[src/rtl/shade_stream_packer_if.sv]
// Stream interfaces for shade_stream_packer: 24-bit pixel input and 32-bit AXI4-Stream video output.
interface pix_stream_if;
  logic [23:0] pix_rgb;
  logic        pix_valid;
  logic        pix_ready;

  modport master (output pix_rgb, output pix_valid, input  pix_ready);
  modport slave  (input  pix_rgb, input  pix_valid, output pix_ready);
endinterface

interface axis_video_if;
  logic [31:0] m_tdata;
  logic        m_tvalid;
  logic        m_tready;
  logic        m_tlast;
  logic        m_tuser;

  modport master (output m_tdata, output m_tvalid, output m_tlast, output m_tuser, input m_tready);
  modport slave  (input  m_tdata, input  m_tvalid, input  m_tlast, input  m_tuser, output m_tready);
endinterface

[src/rtl/shade_stream_packer.sv]
// Packs four 24-bit shades into three 32-bit AXI4-Stream video words with tuser/tlast framing.
// Optional macro SHADE_PACKER_BGR_EN reorders each pixel to {b,g,r} before packing.
module shade_stream_packer #(
  parameter int H_RES = 640,
  parameter int V_RES = 480
) (
  input  logic         aclk,
  input  logic         aresetn,
  pix_stream_if.slave  pix,
  axis_video_if.master m_axis,
  input  logic         frame_restart,
  output logic         frame_done
);

  localparam int XW = $clog2(H_RES);
  localparam int YW = (V_RES > 1) ? $clog2(V_RES) : 1;
  localparam logic [XW-1:0] X_LAST  = XW'(H_RES - 1);
  localparam logic [XW-1:0] X_FIRST = XW'(1);
  localparam logic [YW-1:0] Y_LAST  = YW'(V_RES - 1);

  typedef enum logic [1:0] {PH0, PH1, PH2, PH3} phase_t;

  phase_t        phase;
  logic [XW-1:0] x;
  logic [YW-1:0] y;
  logic [23:0]   res;

  logic [23:0]   pix_p0;
  logic          ready_p0;
  logic          accept_p0;

  logic [31:0]   tdata_p1;
  logic          vld_p1;
  logic          tlast_p1;
  logic          tuser_p1;
  logic          flast_p1;

`ifdef SHADE_PACKER_BGR_EN
  function automatic logic [23:0] bgr_swap(input logic [23:0] p);
    return {p[7:0], p[15:8], p[23:16]};
  endfunction
`endif

  // Word built from the incoming pixel and the bytes still held from earlier pixels.
  function automatic logic [31:0] pack_word(input logic [1:0] ph, input logic [23:0] p,
                                            input logic [23:0] r);
    logic [31:0] w;
    case (ph)
      2'd1:    w = {p[7:0],  r[23:0]};
      2'd2:    w = {p[15:0], r[15:0]};
      default: w = {p[23:0], r[7:0]};
    endcase
    return w;
  endfunction

  function automatic logic [23:0] next_residue(input logic [1:0] ph, input logic [23:0] p);
    logic [23:0] r;
    case (ph)
      2'd0:    r = p;
      2'd1:    r = {8'h00,  p[23:8]};
      2'd2:    r = {16'h0000, p[23:16]};
      default: r = 24'h000000;
    endcase
    return r;
  endfunction

  // ---- stage p0: pixel intake ----
`ifdef SHADE_PACKER_BGR_EN
  assign pix_p0 = bgr_swap(pix.pix_rgb);
`else
  assign pix_p0 = pix.pix_rgb;
`endif

  // Phase 0 never emits, so it can always take a pixel even while the slot is stalled.
  assign ready_p0  = ~frame_restart & ((phase == PH0) | ~vld_p1 | m_axis.m_tready);
  assign accept_p0 = pix.pix_valid & ready_p0;
  assign pix.pix_ready = ready_p0;

  // ---- stage p1: output word slot ----
  always_ff @(posedge aclk or negedge aresetn) begin
    if (!aresetn) begin
      phase      <= PH0;
      x          <= '0;
      y          <= '0;
      res        <= '0;
      tdata_p1   <= '0;
      vld_p1     <= 1'b0;
      tlast_p1   <= 1'b0;
      tuser_p1   <= 1'b0;
      flast_p1   <= 1'b0;
      frame_done <= 1'b0;
    end else begin
      frame_done <= vld_p1 & m_axis.m_tready & tlast_p1 & flast_p1;

      if (vld_p1 & m_axis.m_tready)
        vld_p1 <= 1'b0;

      if (frame_restart) begin
        phase <= PH0;
        x     <= '0;
        y     <= '0;
        res   <= '0;
      end else if (accept_p0) begin
        if (phase != PH0) begin
          vld_p1   <= 1'b1;
          tdata_p1 <= pack_word(phase, pix_p0, res);
          tlast_p1 <= (x == X_LAST);
          tuser_p1 <= (x == X_FIRST) && (y == '0);
          flast_p1 <= (y == Y_LAST);
        end
        res <= next_residue(phase, pix_p0);

        case (phase)
          PH0:     phase <= PH1;
          PH1:     phase <= PH2;
          PH2:     phase <= PH3;
          default: phase <= PH0;
        endcase

        if (x == X_LAST) begin
          x <= '0;
          y <= (y == Y_LAST) ? '0 : y + 1'b1;
        end else begin
          x <= x + 1'b1;
        end
      end
    end
  end

  assign m_axis.m_tdata  = tdata_p1;
  assign m_axis.m_tvalid = vld_p1;
  assign m_axis.m_tlast  = tlast_p1;
  assign m_axis.m_tuser  = tuser_p1;

endmodule

[src/flat_wrapper.sv]
// flat-port wrapper written by rule: the top's interface ports become plain ports
module shade_stream_packer_flat 
#(
  parameter int H_RES = 640,
  parameter int V_RES = 480
)
  (aclk, aresetn, frame_restart, frame_done, pix_pix_rgb, pix_pix_valid, pix_pix_ready, m_axis_m_tdata, m_axis_m_tvalid, m_axis_m_tlast, m_axis_m_tuser, m_axis_m_tready);
  pix_stream_if pix_i ();
  axis_video_if m_axis_i ();
  input  logic aclk;
  input  logic aresetn;
  input  logic frame_restart;
  output logic frame_done;
  input wire logic [$bits(pix_i.pix_rgb)-1:0] pix_pix_rgb;
  input wire logic [$bits(pix_i.pix_valid)-1:0] pix_pix_valid;
  output wire logic [$bits(pix_i.pix_ready)-1:0] pix_pix_ready;
  output wire logic [$bits(m_axis_i.m_tdata)-1:0] m_axis_m_tdata;
  output wire logic [$bits(m_axis_i.m_tvalid)-1:0] m_axis_m_tvalid;
  output wire logic [$bits(m_axis_i.m_tlast)-1:0] m_axis_m_tlast;
  output wire logic [$bits(m_axis_i.m_tuser)-1:0] m_axis_m_tuser;
  input wire logic [$bits(m_axis_i.m_tready)-1:0] m_axis_m_tready;
  assign pix_i.pix_rgb = pix_pix_rgb;
  assign pix_i.pix_valid = pix_pix_valid;
  assign pix_pix_ready = pix_i.pix_ready;
  assign m_axis_m_tdata = m_axis_i.m_tdata;
  assign m_axis_m_tvalid = m_axis_i.m_tvalid;
  assign m_axis_m_tlast = m_axis_i.m_tlast;
  assign m_axis_m_tuser = m_axis_i.m_tuser;
  assign m_axis_i.m_tready = m_axis_m_tready;
  shade_stream_packer #(.H_RES(H_RES), .V_RES(V_RES)) u_core (.aclk(aclk), .aresetn(aresetn), .pix(pix_i), .m_axis(m_axis_i), .frame_restart(frame_restart), .frame_done(frame_done));
endmodule
[config.mk]
export PLATFORM = sky130hd
export DESIGN_NAME = shade_stream_packer_flat
export DESIGN_NICKNAME = d
export VERILOG_FILES = /design/src/rtl/shade_stream_packer_if.sv /design/src/rtl/shade_stream_packer.sv /design/src/flat_wrapper.sv
export SDC_FILE = /design/constraint.sdc
export NUM_CORES = 1
export LEC_CHECK = 0
export CORE_MARGIN = 2
export CORE_UTILIZATION = 45
export DETAILED_ROUTE_END_ITERATION = 6
export GPL_ROUTABILITY_DRIVEN = 0
export PLACE_DENSITY = 0.73
export REMOVE_ABC_BUFFERS = 1
export SYNTH_ARGS = -nofsm -noshare
export SYNTH_HDL_FRONTEND = slang
export SYNTH_SLANG_ARGS = --single-unit
[constraint.sdc]
create_clock -name aclk -period 3.76 [get_ports aclk]
set_input_delay 0.376 -clock aclk [delete_from_list [all_inputs] [get_ports aclk]]
set_output_delay 0.376 -clock aclk [all_outputs]
set_load 0.02 [all_outputs]
==> PnR_summary.wiki <==
{| class="wikitable"
! Metric !! Value
|-
| Critical path data arrival time || between 2 and 3 ns
|-
| Worst-Skew Late Latency || between 0.3 and 0.4 ns
|-
| Vias in the first global route || 3256
|-
| Worst slew margin || a little under a third
|-
| Longest individual stage delay on the worst path || 0.68 ns
|-
| Fraction of power consumed by combinational cells || approximately 33%
|-
| Int Pwr || roughly 1900 uW
|-
| Setup repair after global routing missed its margin || no
|-
| Syn Area/Cell || 9.547 um2
|-
| Primary flip-flop cell chosen by synthesis mapping || sky130_fd_sc_hd__dfrtp_1
|-
| Count of nets left with antenna violations after detail routing || 0
|-
| WP buf/inv || 2
|-
| Floorplan die width || a little under 100 um
|-
| DR DRC count || 0
|-
| Fraction of the core area covered by cells at the end of the flow || between 50% and 60%
|-
| Largest delay contributor family on the critical path || buffers and inverters
|-
| Maximum frequency from static timing analysis || 0.3387 GHz
|-
| Count of buffers inserted at the top-level ports || 65
|-
| Setup repair bufs after CTS || 0
|-
| Standard-cell rows || 34
|-
| Crit path kind || register to output port
|-
| Leading cell types by count after synthesis || sky130_fd_sc_hd__dfrtp_1, sky130_fd_sc_hd__nand2_1, sky130_fd_sc_hd__o21ai_0
|-
| Run status || finished clean
|-
| Fin crit period || ~3.0 ns
|-
| Height of the chip || about 100 um
|-
| Leakage || 0.002100 uW
|-
| Minimum hold slack || approximately 0.2 ns
|-
| Number of warnings printed during yosys synthesis || 0
|-
| Total vias in the final route || between 3000 and 4000
|-
| Area share of the largest cell type after synthesis || about half
|-
| Total standard cell area after synthesis || roughly 0.0041 mm2
|-
| Final-report setup violation count || 0
|-
| Critical path capture point type || output port
|-
| Drt via density || 5.750
|-
| Crit-path max FO || 21
|-
| Clock power frac || between 20% and 30%
|-
| Sequential cell fraction of total power || between 40% and 50%
|-
| Clock H-tree levels || 3
|-
| Transition time at the pin with the least slew margin || 1.023 ns
|-
| Startpoint types || register
|-
| Max Slew Vio Count || 0
|-
| Clock-pin slew reported for the worst setup and hold paths after clock tree synthesis || approximately 0.090 ns
|-
| DIE AREA || ~0.0098 mm2
|-
| TritonCTS buffer count || 9
|-
| Worst Hold Class || primary input to asynchronous set/reset pin
|-
| Number of clock sinks || between 80 and 90
|-
| Combined global-route utilization of all metal layers || about a fifth
|-
| Ratio of cells with drive above 1 in the final layout || under 10%
|-
| Std-Cell Core Area || 0.008721 mm2
|-
| Number of antenna violations at the first check in global routing || 0
|-
| Net switching component of the power || 920.6 uW
|-
| Maximum clock skew at final layout || roughly 0.011 ns
|-
| Cell with the most instances after synthesis || sky130_fd_sc_hd__dfrtp_1
|-
| Largest net degree at the start of global routing || between 80 and 90
|-
| Total detailed-routing wirelength || 9.361 mm
|-
| Critical Path, Cell by Cell || inv_1 > ha_1 > nor3b_2 > nor2_1 > clkdlybuf4s50_1
|-
| Cell variety after synth || 47
|-
| Critical-path cell with the highest stage delay || sky130_fd_sc_hd__ha_1
|-
| Switching fraction of total power || 32.62%
|-
| Count of cells resized by post-cts repair || 0
|-
| Count of hold-fix buffers inserted at cts || 0
|-
| Main area contributors after synthesis || sky130_fd_sc_hd__dfrtp_1, sky130_fd_sc_hd__o21ai_0, sky130_fd_sc_hd__nand2_1
|-
| Root buffer cell || sky130_fd_sc_hd__clkbuf_8
|-
| Number of I/O pins || 66
|-
| First-pass GRT wire length || roughly 16 mm
|-
| Most area-hungry cell type in the Yosys netlist || sky130_fd_sc_hd__dfrtp_1
|-
| Number of synthesized flops with an enable pin || 0
|-
| Detailed-router iteration count before antenna repair || 6
|-
| Layout overhead on the synthesized area || 23.10%
|-
| Initial core utilization || between 40 and 50%
|-
| Violation count after the first detailed-routing iteration || between 200 and 300
|-
| CTS tree || yes
|-
| Total negative slack || 0 ns
|-
| Period utilization || 78.53%
|-
| Hold Fails Final Rpt || 0
|-
| Count of max-cap constraint violations || 0
|-
| # diodes || 0
|-
| Cell count after synthesis || approximately 430
|-
| Synthesized flop and latch total || 82
|-
| Largest voltage drop on the vdd net || 209.0 uV
|-
| Total grt overflow || 0
|-
| Placed wire-length estimate || around 6.3 mm
|-
| Average routed wire per standard cell || 15.81 um
|-
| Maximum number of buffers from clock root to sink || 2
|-
| Share of synthesized registers carrying an async set or reset || 100.0%
|-
| Share of synthesized area occupied by flip-flops and latches || between 50% and 60%
|-
| Instance count on the critical path || 5
|-
| PwrDens || about 570 mW/mm2
|-
| Layout Nets || around 520
|-
| Worst reg2reg path depth || 6
|-
| CP Data Required Time || between 3 and 4 ns
|}
==> power groups by stage <==
| stage | Sequential [uW] | Combinational (uW) | Clock [uW] |
|---|---|---|---|
| 5_1_grt | 1190 | 1030 | 787 |
| 6_report | 1160 | 936 | 728 |
| 3_5_place_dp | 1180 | 942 | 0 |
| 2_1_floorplan | 1360 | 297 | 0 |
| 4_1_cts | 1160 | 946 | 741 |
| 3_3_place_gp | 1170 | 929 | 0 |
==> worst register-to-register path: stages, from the launching register on <==
cell	delay, ns
sky130_fd_sc_hd__dfrtp_1	0.41
sky130_fd_sc_hd__inv_1	0.11
sky130_fd_sc_hd__ha_1	0.68
sky130_fd_sc_hd__nor3b_2	0.23
sky130_fd_sc_hd__or3_1	0.66
sky130_fd_sc_hd__nor2_1	0.51
sky130_fd_sc_hd__a22o_1	0.22
==> flip-flops by register name, summed over array words and instances, names as in the netlist <==
name,cells
u_core.m_axis.m_tdata,32
u_core.res,24
u_core.x,10
u_core.y,9
u_core.phase,2
u_core.flast_p1,1
u_core.frame_done,1
u_core.m_axis.m_tlast,1
u_core.m_axis.m_tuser,1
u_core.m_axis.m_tvalid,1
==> path summary, 6_finish.rpt <==
path | start | to | slack, ns
setup / recovery | u_core.phase[1]$_DFFE_PN0P_ | pix_pix_ready | 0.81
hold / removal | aresetn | u_core.m_axis.m_tdata[30]$_DFFE_PN0P_ | 0.20
setup reg to reg | u_core.phase[1]$_DFFE_PN0P_ | u_core.res[18]$_DFFE_PN0P_ | 0.88
hold reg to reg | u_core.m_axis.m_tdata[12]$_DFFE_PN0P_ | u_core.m_axis.m_tdata[12]$_DFFE_PN0P_ | 0.48
max in group asynchronous | aresetn | u_core.x[7]$_DFFE_PN0P_ | 2.91
min in group aclk | u_core.m_axis.m_tdata[12]$_DFFE_PN0P_ | u_core.m_axis.m_tdata[12]$_DFFE_PN0P_ | 0.48
==> area by class of cell <==
cell class | count | area [um2]
Clock buffer | 12 | 155.1
Multi-Input combinational cell | 303 | 1848
Clock inverter | 4 | 73.82
Inverter | 14 | 52.55
Tap cell | 108 | 135.1
Timing Repair Buffer | 69 | 678.2
Fill cell | 760 | 3726
Sequential cell | 82 | 2052
==> logic make-up (layout without fill, tap and decap cells) <==
| logic type | after synthesis | in the layout | synth area share, % |
|---|---|---|---|
| simple gates | 139 | 139 | 17.30 |
| buf+inv | 40 | 99 | 3.885 |
| mux | 11 | 11 | 2.960 |
| flops | 82 | 82 | 50.57 |
| compound gates | 143 | 143 | 22.39 |
| xor+xnor | 2 | 2 | 0.4318 |
| fa+ha+maj | 8 | 8 | 2.467 |
==> routing by layer <==
| layer | track usage, % | part of all wire (%) |
|---|---|---|
| met2 | 31.24 | 48 |
| met4 | 6.322 | 1.4 |
| met3 | 4.326 | 5.0 |
| met5 | 0 | 0 |
| met1 | 28.29 | 45 |
==> metrics by stage <==
stage | total power, uW | setup WS, ns | std cells | cell area [um2]
after floorplan | 1655 | 0.5536 | 399 | 3953
after global placement | 2099 | 1.074 | 576 | 4766
after detailed placement | 2123 | 0.9127 | 576 | 4766
after CTS | 2849 | 0.7726 | 592 | 4995
after global routing | 3001 | 0.6430 | 592 | 4995
final | 2823 | 0.8073 | 592 | 4995
==> cell usage in the layout, fill, tap and decap left out, types with 6 or more instances in the layout <==
cell type	count
sky130_fd_sc_hd__dfrtp_1	82
sky130_fd_sc_hd__a22oi_1	25
sky130_fd_sc_hd__nand3_1	13
sky130_fd_sc_hd__clkbuf_8	11
sky130_fd_sc_hd__a22o_1	8
sky130_fd_sc_hd__inv_1	14
sky130_fd_sc_hd__ha_1	8
sky130_fd_sc_hd__nor2b_1	10
sky130_fd_sc_hd__o21ai_0	65
sky130_fd_sc_hd__mux2_2	8
sky130_fd_sc_hd__or3_1	6
sky130_fd_sc_hd__nor2_1	11
sky130_fd_sc_hd__clkdlybuf4s50_1	64
sky130_fd_sc_hd__a222oi_1	8
sky130_fd_sc_hd__a21oi_1	21
sky130_fd_sc_hd__nand2_1	73
Note: power is estimated with default switching activity, not from simulation.
